$ cat config.mk
export PLATFORM = sky130hd
export DESIGN_NAME = fetch_decode_buffer
export DESIGN_NICKNAME = d
export VERILOG_FILES = /design/src/rtl/pipeline_pkg.sv /design/src/rtl/fetch_decode_buffer.sv
export SDC_FILE = /design/constraint.sdc
export NUM_CORES = 1
export LEC_CHECK = 0
export CAP_MARGIN = 0
export CORE_MARGIN = 5
export CORE_UTILIZATION = 45
export CTS_BUF_LIST = sky130_fd_sc_hd__clkbuf_16
export DETAILED_ROUTE_END_ITERATION = 10
export GPL_TIMING_DRIVEN = 0
export PLACE_DENSITY = 0.72
export SLEW_MARGIN = 20
export SYNTH_ARGS = -nofsm -noshare
export SYNTH_HDL_FRONTEND = slang
export SYNTH_SLANG_ARGS = --single-unit
$ cat constraint.sdc
create_clock -name clk -period 4.85 [get_ports clk]
set_input_delay 0.97 -clock clk [delete_from_list [all_inputs] [get_ports clk]]
set_output_delay 0.97 -clock clk [all_outputs]
set_load 0.03 [all_outputs]
$ cat src/rtl/pipeline_pkg.sv
// Shared pipeline types: fetch/decode buffer entry, state encoding and bubble value.
`timescale 1ns/1ps
package pipeline_pkg;

    localparam int unsigned FD_DATA_W = 32;
    localparam int unsigned FD_ADDR_W = 32;

    // addi x0,x0,0
    localparam logic [FD_DATA_W-1:0] NOP_INSTR = 32'h0000_0013;

    typedef struct packed {
        logic [FD_DATA_W-1:0] instr;
        logic [FD_ADDR_W-1:0] pc;
        logic [FD_DATA_W-1:0] pcplus4;
    } fd_entry_t;

    typedef enum logic [1:0] {
        FD_EMPTY = 2'd0,
        FD_ONE   = 2'd1,
        FD_FULL  = 2'd2
    } fd_state_t;

endpackage

$ cat src/rtl/fetch_decode_buffer.sv
// Two-entry elastic buffer between fetch and decode with flush support.
// in_ready comes only from registered occupancy, so fetch stalls never see decode's ready.
`timescale 1ns/1ps
module fetch_decode_buffer #(
    parameter int unsigned DATA_WIDTH    = 32,
    parameter int unsigned ADDRESS_WIDTH = 32,
    parameter logic [DATA_WIDTH-1:0] NOP_INSTR = DATA_WIDTH'(pipeline_pkg::NOP_INSTR)
) (
    input  logic                     clk,
    input  logic                     rst,
    input  logic                     in_valid,
    output logic                     in_ready,
    input  logic [DATA_WIDTH-1:0]    instr_i,
    input  logic [ADDRESS_WIDTH-1:0] pc_i,
    input  logic [DATA_WIDTH-1:0]    pcplus4_i,
    input  logic                     flush,
    output logic                     out_valid,
    input  logic                     out_ready,
    output logic [DATA_WIDTH-1:0]    instr_o,
    output logic [ADDRESS_WIDTH-1:0] pc_o,
    output logic [DATA_WIDTH-1:0]    pcplus4_o
);
    import pipeline_pkg::*;

    fd_state_t state, state_nxt;
    logic      wr_ptr, wr_ptr_nxt;
    logic      rd_ptr, rd_ptr_nxt;
    logic      wr_en;
    fd_entry_t mem [2];
    fd_entry_t entry_in;
    fd_entry_t head;
    logic      push, pop;

    // Handshake qualifiers from registered state only
    always_comb begin
        in_ready  = (state != FD_FULL) && rst;
        out_valid = (state != FD_EMPTY);
        push      = in_valid && in_ready;
        pop       = out_valid && out_ready;
        entry_in  = '{instr:   FD_DATA_W'(instr_i),
                      pc:      FD_ADDR_W'(pc_i),
                      pcplus4: FD_DATA_W'(pcplus4_i)};
    end

    // Next-state, pointer and write-enable logic; flush wins over everything
    always_comb begin
        state_nxt  = state;
        wr_ptr_nxt = wr_ptr;
        rd_ptr_nxt = rd_ptr;
        wr_en      = 1'b0;
        if (flush) begin
            state_nxt  = FD_EMPTY;
            wr_ptr_nxt = 1'b0;
            rd_ptr_nxt = 1'b0;
        end else begin
            if (push) begin
                wr_en      = 1'b1;
                wr_ptr_nxt = ~wr_ptr;
            end
            if (pop) begin
                rd_ptr_nxt = ~rd_ptr;
            end
            case (state)
                FD_EMPTY: if (push) state_nxt = FD_ONE;
                FD_ONE: begin
                    if (push && !pop)      state_nxt = FD_FULL;
                    else if (!push && pop) state_nxt = FD_EMPTY;
                end
                FD_FULL:  if (pop) state_nxt = FD_ONE;
                default:  state_nxt = FD_EMPTY;
            endcase
        end
    end

    // State, pointers and storage
    always_ff @(posedge clk or negedge rst) begin
        if (!rst) begin
            state  <= FD_EMPTY;
            wr_ptr <= 1'b0;
            rd_ptr <= 1'b0;
            mem[0] <= '0;
            mem[1] <= '0;
        end else begin
            state  <= state_nxt;
            wr_ptr <= wr_ptr_nxt;
            rd_ptr <= rd_ptr_nxt;
            if (wr_en) begin
                mem[wr_ptr] <= entry_in;
            end
        end
    end

    // Head entry to decode, bubble when empty
    always_comb begin
        head = mem[rd_ptr];
        if (out_valid) begin
            instr_o   = DATA_WIDTH'(head.instr);
            pc_o      = ADDRESS_WIDTH'(head.pc);
            pcplus4_o = DATA_WIDTH'(head.pcplus4);
        end else begin
            instr_o   = NOP_INSTR;
            pc_o      = '0;
            pcplus4_o = '0;
        end
    end

endmodule

==> metrics.md, run 1 <==
| Metric | Value |
|---|---|
| Overall Power | about 4.7 mW |
| Commonest cells post-synth | sky130_fd_sc_hd__dfrtp_1 (196), sky130_fd_sc_hd__mux2_2 (142), sky130_fd_sc_hd__mux2i_1 (96) |
| Post-synthesis share of cell area spent on and, or, nand and nor gates | 5.22% |
| CTS tree | done |
| Final layout net count | 963 |
| Cell with the largest stage delay on the worst path | sky130_fd_sc_hd__clkdlybuf4s50_1 |
| Mapped Avg Cell Area | 14.0 sq um |
| Root Driver | sky130_fd_sc_hd__clkbuf_16 |
| Fin crit period | approximately 4.2 ns |
| CTS H-Tree Depth | 4 |
| Total Routing Usage GR | 19.0% |
| Adder and majority cell fraction of the synthesized area | 0% |
| Number of antenna violations at the first check in global routing | 2 |
| Post-cts sizing count | 0 |
| Post-Synthesis Cell Area | between 8000 and 9000 sq um |
| Commonest register cell after synthesis | sky130_fd_sc_hd__dfrtp_1 |
| Maximum buffer depth of the clock tree | 2 |
| Count of input and output buffers | approximately 200 |
| Count of final max-slew check failures | 0 |
| Initial cell density of the core | 45.9% |
| Worst setup path class | reg -> out |
| Warnings from Yosys | 0 |
| Die outline width | roughly 150 microns |
| Post-detailed-route wirelength per cell | 18.8 microns |
| Final routed wirelength across all metal layers | 21.4 mm |
| Synthesized-area fraction occupied by xor and xnor cells | 0.0974% |
| I/O pin count | 199 |
| Post-route fraction of the period consumed by the critical path | approximately 86% |
| Die height | ~150 microns |
| Max-cap violations | 0 |
| Clock-pin slew on the worst setup and hold paths | 0.07 ns |
| Share of the synthesized area in the top cell type | 54.5% |
| Layout cells sized above 1 | 28.2% |
| Headroom to the max-slew limit | around half |
| Placed instance count | approximately 1.1k |
| CP Max Fanout | 10 |
| Number of register bits inferred by synthesis | 196 |
| Number of DRC violations after detailed-routing iteration 0 | 188 |
| Die area | 22900 sq um |
| Pwr dens | 393 nW/um^2 |
| Series of cell instances along the critical path | nor2_1 -> clkbuf_1 -> buf_1 -> nor2_1 -> clkdlybuf4s50_1 |
| Gp weighted congestion | 0.788 |
| WP data arrival | 3.19 ns |
| Via count of the first global-routing pass | 6387 |
| Total inserted antenna cells | 0 |
| Worst path setup slack after routing | roughly 0.69 ns |
| Critical Path Source Type | flop |
| Half-perimeter wire length of the detailed placement result | 15.3 mm |
| First-pass GRT wire length | 33.7 mm |
| Highest clock frequency the design can meet | 240 MHz |
| Cell class contributing the biggest share of worst-path delay | buffers and inverters |
| Synth area leaders | sky130_fd_sc_hd__dfrtp_1 (55%), sky130_fd_sc_hd__mux2_2 (18%), sky130_fd_sc_hd__mux2i_1 (11%), sky130_fd_sc_hd__mux2_4 (6.7%), sky130_fd_sc_hd__nor2_1 (4.0%) |
| Lkg Pwr | ~5.0 nW |
| Cts bufs inserted | 17 |
| Maximum number of pins on one net before global-route repair | 106 |
| Post-synthesis cell type with the largest combined area | sky130_fd_sc_hd__dfrtp_1 |
| Post-cts hold buffer count | 0 |
| Count of standard-cell rows | 51 |
| Final cell count without fillers | 1140 |
| Largest stage delay, worst path | 0.66 ns |
| Top-count cell post-synth | sky130_fd_sc_hd__dfrtp_1 |
| Endpoint type of the worst setup path | output pin |
| Slew at the pin with the worst max-slew slack | 0.753 ns |
| Cell count after synthesis | 644 |
| Drt first pass iters | 4 |
| Fin. Hold Viols | 0 |
| Count of flip-flops with a built-in enable after synthesis | 0 |
| Post-placement setup slack | ~1.1 ns |
| Residual DRC count | 0 |
| Combinational family with the most area after synthesis | multiplexers |
| Synth async-reset ratio | 100% |
| Most used cell, CP | sky130_fd_sc_hd__nor2_1 |
| Synthesis-to-layout area growth | 32.6% |
| Clock latency at the later pin of the worst-skew pair | about 0.43 ns |
| Mux cell area share after synthesis | 36.4% |
| Clock sink count | 196 |
| Kind of path behind the tightest hold check | reg -> reg |
| Number of failing setup endpoints in the final timing report | 0 |
| Area fraction in compound gates after synthesis | 0.403% |
| Required time of the critical path | ~3.9 ns |
| Status | completed |
| Maximum vdd drop | roughly 0.24 mV |
| Overall via count from detail_route | 5789 |
| Clock Skews | around 0.0062 ns |
| Remaining global-route overflow | 0 |
| Post-Syn Nets | 745 |
| Vias per cell | 5.08 |
| Critical path buffers and inverters | 3 |
| Standard cell core area | approximately 20000 sq um |
| Post-detailed-route count of antenna-violating nets | 0 |
| Setup repair after global routing missed its margin | false |
| Count of buffers added by post-CTS timing repair for setup | 0 |
| Post-synthesis sequential area ratio | 54.5% |
| Unique cell type count in the Yosys netlist | 29 |
[cell families (layout without fill, tap and decap cells)]
logic type                after synthesis  after routing
and+or+nand+nor                       109            109
buffers and inverters                  44            275
DFF                                   196            196
xor gates and xnor gates                1              1
muxes                                 288            288
AOI/OAI and AO/OA                       6              6
[per-layer routing]
metal | share of wire (%) | up-vias | wire length, microns | global-route usage (%)
met5 | 0.13 | - | 27 | 0
met4 | 1.3 | 4 | 281 | 4.99
met3 | 7.1 | 25 | 1530 | 6.07
met2 | 48 | 159 | 10400 | 31.1
met1 | 43 | 2929 | 9220 | 24.3
li1 | - | 2672 | - | -
[per-stage QoR]
| step | setup TNS (ns) | cell area (sq um) | hold slack (ns) | util [%] |
|---|---|---|---|---|
| after floorplan | 0 | 9000 | 0.464 | - |
| after global placement | -1890.99 | 11300 | 0.473 | 57.7 |
| after detailed placement | 0 | 11300 | 0.483 | 57.9 |
| after CTS | 0 | 11900 | 0.499 | 60.9 |
| after global routing | 0 | 11900 | 0.520 | 60.9 |
| final | 0 | 11900 | 0.496 | 60.9 |
[worst register-to-register path, cell delays in order (launching register included)]
cell	delay, ns
sky130_fd_sc_hd__dfrtp_1	0.46
sky130_fd_sc_hd__nand2b_4	0.20
sky130_fd_sc_hd__and4b_1	0.25
sky130_fd_sc_hd__buf_6	0.15
sky130_fd_sc_hd__buf_12	0.16
sky130_fd_sc_hd__buf_12	0.16
sky130_fd_sc_hd__mux2_4	0.31
[layout make-up]
type	count	area (sq um)
Buffer	42	297
Clock inverter	15	160
Inverter	2	7.51
Clock buffer	17	425
Fill cell	1534	7660
Sequential cell	196	4900
Multi-Input combinational cell	404	3790
Tap cell	265	332
Timing Repair Buffer	199	2010
[cell usage in the layout, fill, tap and decap left out, types with 5 or more instances in the layout]
cell type                         Yosys  routed
sky130_fd_sc_hd__dfrtp_1            196     196
sky130_fd_sc_hd__mux2_2             142     142
sky130_fd_sc_hd__buf_4                5       5
sky130_fd_sc_hd__buf_2               19      19
sky130_fd_sc_hd__mux2i_1             96      96
sky130_fd_sc_hd__clkbuf_1             5       5
sky130_fd_sc_hd__mux2_4              40      40
sky130_fd_sc_hd__clkbuf_16            0      17
sky130_fd_sc_hd__buf_1                6       6
sky130_fd_sc_hd__clkdlybuf4s50_1      0     197
sky130_fd_sc_hd__mux2_1              10      10
sky130_fd_sc_hd__nor2_1              95      95
sky130_fd_sc_hd__buf_12               5       5
[path summary, 6_finish.rpt]
path | startpoint | endpoint | slack (ns) | cells after the start
worst max-delay path | state[1]$_DFFE_PN0P_ | pcplus4_o[0] | 0.69 | 5
worst min-delay path | mem[57]$_DFFE_PN0P_ | mem[57]$_DFFE_PN0P_ | 0.50 | 1
worst max register to register | state[0]$_DFFE_PN0P_ | mem[141]$_DFFE_PN0P_ | 3.03 | 6
worst min register to register | mem[57]$_DFFE_PN0P_ | mem[57]$_DFFE_PN0P_ | 0.50 | 1
max in group asynchronous | rst | mem[31]$_DFFE_PN0P_ | 3.38 | 2
min in group asynchronous | rst | mem[132]$_DFFE_PN0P_ | 0.54 | 1
[flip-flops by register name, indices dropped and copies added, names as in the netlist]
name / count
wr_ptr: 1
state: 2
mem: 192
rd_ptr: 1
[where the power goes]
group          total [mW]  internal [mW]  switching [mW]
clock                1.41          0.767           0.638
combinational        1.07          0.614           0.457
sequential           2.22           2.02           0.197
(Power assumes the default switching activity.)
==> run 2: changes to the inputs <==
- PLACE_DENSITY: 0.72 -> 0.73
==> run 2 against run 1 <==
  * Global-route usage up 0.28 points
  * Largest power group unchanged
  * Largest cell class unchanged
  * Fmax up 2.2%
  * Clock-buffer cell count unchanged
==> metrics.md, run 2 (synthesized netlist as in run 1, its figures left out) <==
| Metric | Value |
|---|---|
| Maximum vdd drop | 0.216 mV |
| Combined area of the multi-input logic cells | 3790 sq um |
| Pwr dens | between 300 and 400 nW/um^2 |
| Number of failing setup endpoints in the final timing report | 0 |
| Fraction of power consumed by sequential logic | 47.1% |
| Clock latency at the later pin of the worst-skew pair | ~0.43 ns |
| Clock-pin slew on the worst setup and hold paths | 0.08 ns |
| Status | completed |
| Worst Reg2Reg Path Length in Cells | 6 |
| Gp weighted congestion | 0.812 |
| CP Max Fanout | 10 |
| Worst path setup slack after routing | about 0.78 ns |
| Fin. Hold Viols | 0 |
| Worst setup path class | reg -> out |
| Critical Path Source Type | flop |
| Overall via count from detail_route | 5812 |
| Switching pwr | 1.30 mW |
| Clock Skews | 0.00891 ns |
| CTS tree | done |
| Number of antenna violations at the first check in global routing | 1 |
| Most frequent cells in the layout | sky130_fd_sc_hd__clkdlybuf4s50_1 (197), sky130_fd_sc_hd__dfrtp_1 (196), sky130_fd_sc_hd__mux2_2 (142) |
| Synthesis-to-layout area growth | 32.8% |
| Design Area, Final | 11900 sq um |
| Reg2Reg Launch Point | state[0]$_DFFE_PN0P_ |
| WP data arrival | 3.10 ns |
| Post-cts hold buffer count | 0 |
| Kind of path behind the tightest hold check | reg -> reg |
| Count of standard-cell rows | 51 |
| WP depth | 5 |
| Hold slack | 0.496 ns |
| CP Launch Point | state[1]$_DFFE_PN0P_ |
| Critical path buffers and inverters | 3 |
| Post-detailed-route wirelength per cell | between 15 and 20 microns |
| Final routed wirelength across all metal layers | 21.6 mm |
| Die outline width | 151 microns |
| Post-cts sizing count | 0 |
| Maximum buffer depth of the clock tree | 2 |
| Area of placed instances | ~11000 sq um |
| Part of the power in the clock network | 30.2% |
| First-pass GRT wire length | approximately 34 mm |
| Max-cap violations | 0 |
| Most used cell, CP | sky130_fd_sc_hd__nor2_1 |
| End point of the critical path | pcplus4_o[1] |
| Slew at the pin with the worst max-slew slack | 0.739 ns |
| Register with the most flip-flops | mem |
| Registers with the highest flip-flop counts | mem (192), state (2) |
| Most frequent standard cell in the layout excluding fill and tap cells | sky130_fd_sc_hd__clkdlybuf4s50_1 |
| Count of fill cells added during filler insertion | 1547 |
| Series of cell instances along the critical path | nor2_1 -> clkbuf_1 -> buf_1 -> nor2_1 -> clkdlybuf4s50_1 |
| Maximum number of pins on one net before global-route repair | 107 |
| Switching Fraction | approximately 28% |
| Total Routing Usage GR | between 15 and 20% |
| Cell with the largest stage delay on the worst path | sky130_fd_sc_hd__clkdlybuf4s50_1 |
| Endpoint type of the worst setup path | output pin |
| Final cell count without fillers | 1141 |
| Via count of the first global-routing pass | approximately 6.5k |
| Cell class contributing the biggest share of worst-path delay | buffers and inverters |
| Flip-flop count of the largest register, all copies and words added | 192 |
| Fin crit period | approximately 4.1 ns |
| Residual DRC count | 0 |
| Initial cell density of the core | 45.9% |
| Combinational share of power | a little under a quarter |
| Count of input and output buffers | just under 200 |
| Layout cells sized above 1 | 28.5% |
| Number of DRC violations after detailed-routing iteration 0 | around 270 |
| Highest clock frequency the design can meet | between 200 and 250 MHz |
| Clock sink count | 196 |
| Largest stage delay, worst path | 0.64 ns |
| Post-detailed-route count of antenna-violating nets | 0 |
| Count of buffers added by post-CTS timing repair for setup | 0 |
| Worst reg-to-reg setup slack | 3.06 ns |
| Setup repair after global routing missed its margin | false |
| Final layout net count | 963 |
| Count of final max-slew check failures | 0 |
| Overall Power | between 4 and 5 mW |
| Placed instance count | between 1k and 1.5k |
| Cts bufs inserted | 17 |
| Die area | 22900 sq um |
| Post-route fraction of the period consumed by the critical path | a little over four fifths |
| Sequential Area | 4900 sq um |
| Vias per cell | 5.09 |
| Drt first pass iters | 4 |
| FF-to-FF End | mem[154]$_DFFE_PN0P_ |
| Remaining global-route overflow | 0 |
| Root Driver | sky130_fd_sc_hd__clkbuf_16 |
| I/O pin count | slightly below 200 |
| Lkg Pwr | 5.00 nW |
| Headroom to the max-slew limit | 50.8% |
| Required time of the critical path | about 3.9 ns |
| Post-placement setup slack | 1.20 ns |
| CTS H-Tree Depth | 4 |
| Half-perimeter wire length of the detailed placement result | 15.6 mm |
| Standard cell core area | 19600 sq um |
| Internal Dissipation | ~3.4 mW |
| Die height | approximately 150 microns |
run 2: cell types whose count changed in the layout (fill, tap and decap cells not counted), sizes merged:
cell	before	now
clkinv	6	7
clkinvlp	2	1
diode	0	1
run 2: how the worst min path moves through the flow:
stage | slack [ns] | cells after the start | to | startpoint
finish | 0.50 | 1 | mem[84]$_DFFE_PN0P_ | mem[84]$_DFFE_PN0P_
global route | 0.52 | 1 | mem[67]$_DFFE_PN0P_ | mem[67]$_DFFE_PN0P_
detailed placement | 0.48 | 1 | mem[84]$_DFFE_PN0P_ | mem[84]$_DFFE_PN0P_
global placement | 0.47 | 1 | mem[84]$_DFFE_PN0P_ | mem[84]$_DFFE_PN0P_
floorplan | 0.46 | 1 | mem[57]$_DFFE_PN0P_ | mem[57]$_DFFE_PN0P_
CTS | 0.50 | 1 | mem[91]$_DFFE_PN0P_ | mem[91]$_DFFE_PN0P_
run 2: power by group through the flow:
stage                     combinational [mW]  sequential, mW  clock (mW)
after detailed placement                1.08            2.25           0
after global routing                    1.16            2.27        1.53
final                                   1.07            2.22        1.42
after global placement                  1.04            2.22           0
after CTS                               1.09            2.22        1.45
after floorplan                        0.728            2.18           0
run 2: worst reg2reg max path, delay by kind of cell (launching register included):
family,cells,cell delay (ns)
DFF,1,0.47
and+or+nand+nor,2,0.41
muxes,1,0.31
buffers and inverters,3,0.47
run 2: stage by stage:
stage	setup TNS (ns)	utilization, %
floorplan	0	-
global placement	-1887.41	57.7
detailed placement	0	57.9
CTS	0	61.0
global route	0	61.0
finish	0	61.0
run 2: area by class of cell:
class / instances / share of cell area (%)
tap: 265 / 2.78
multi-input combinational: 404 / 31.7
clock inverter: 15 / 1.46
buffer: 42 / 2.48
timing repair buffer: 199 / 16.9
inverter: 2 / 0.0629
clock buffer: 17 / 3.56
antenna: 1 / 0.0210
sequential: 196 / 41.1
run 2: layer usage:
metal	track usage (%)	vias up	wire (microns)
li1	-	2676	-
met1	24.6	2950	9270
met2	32.0	166	10600
met3	6.40	18	1490
met4	4.03	2	211
met5	0	-	13
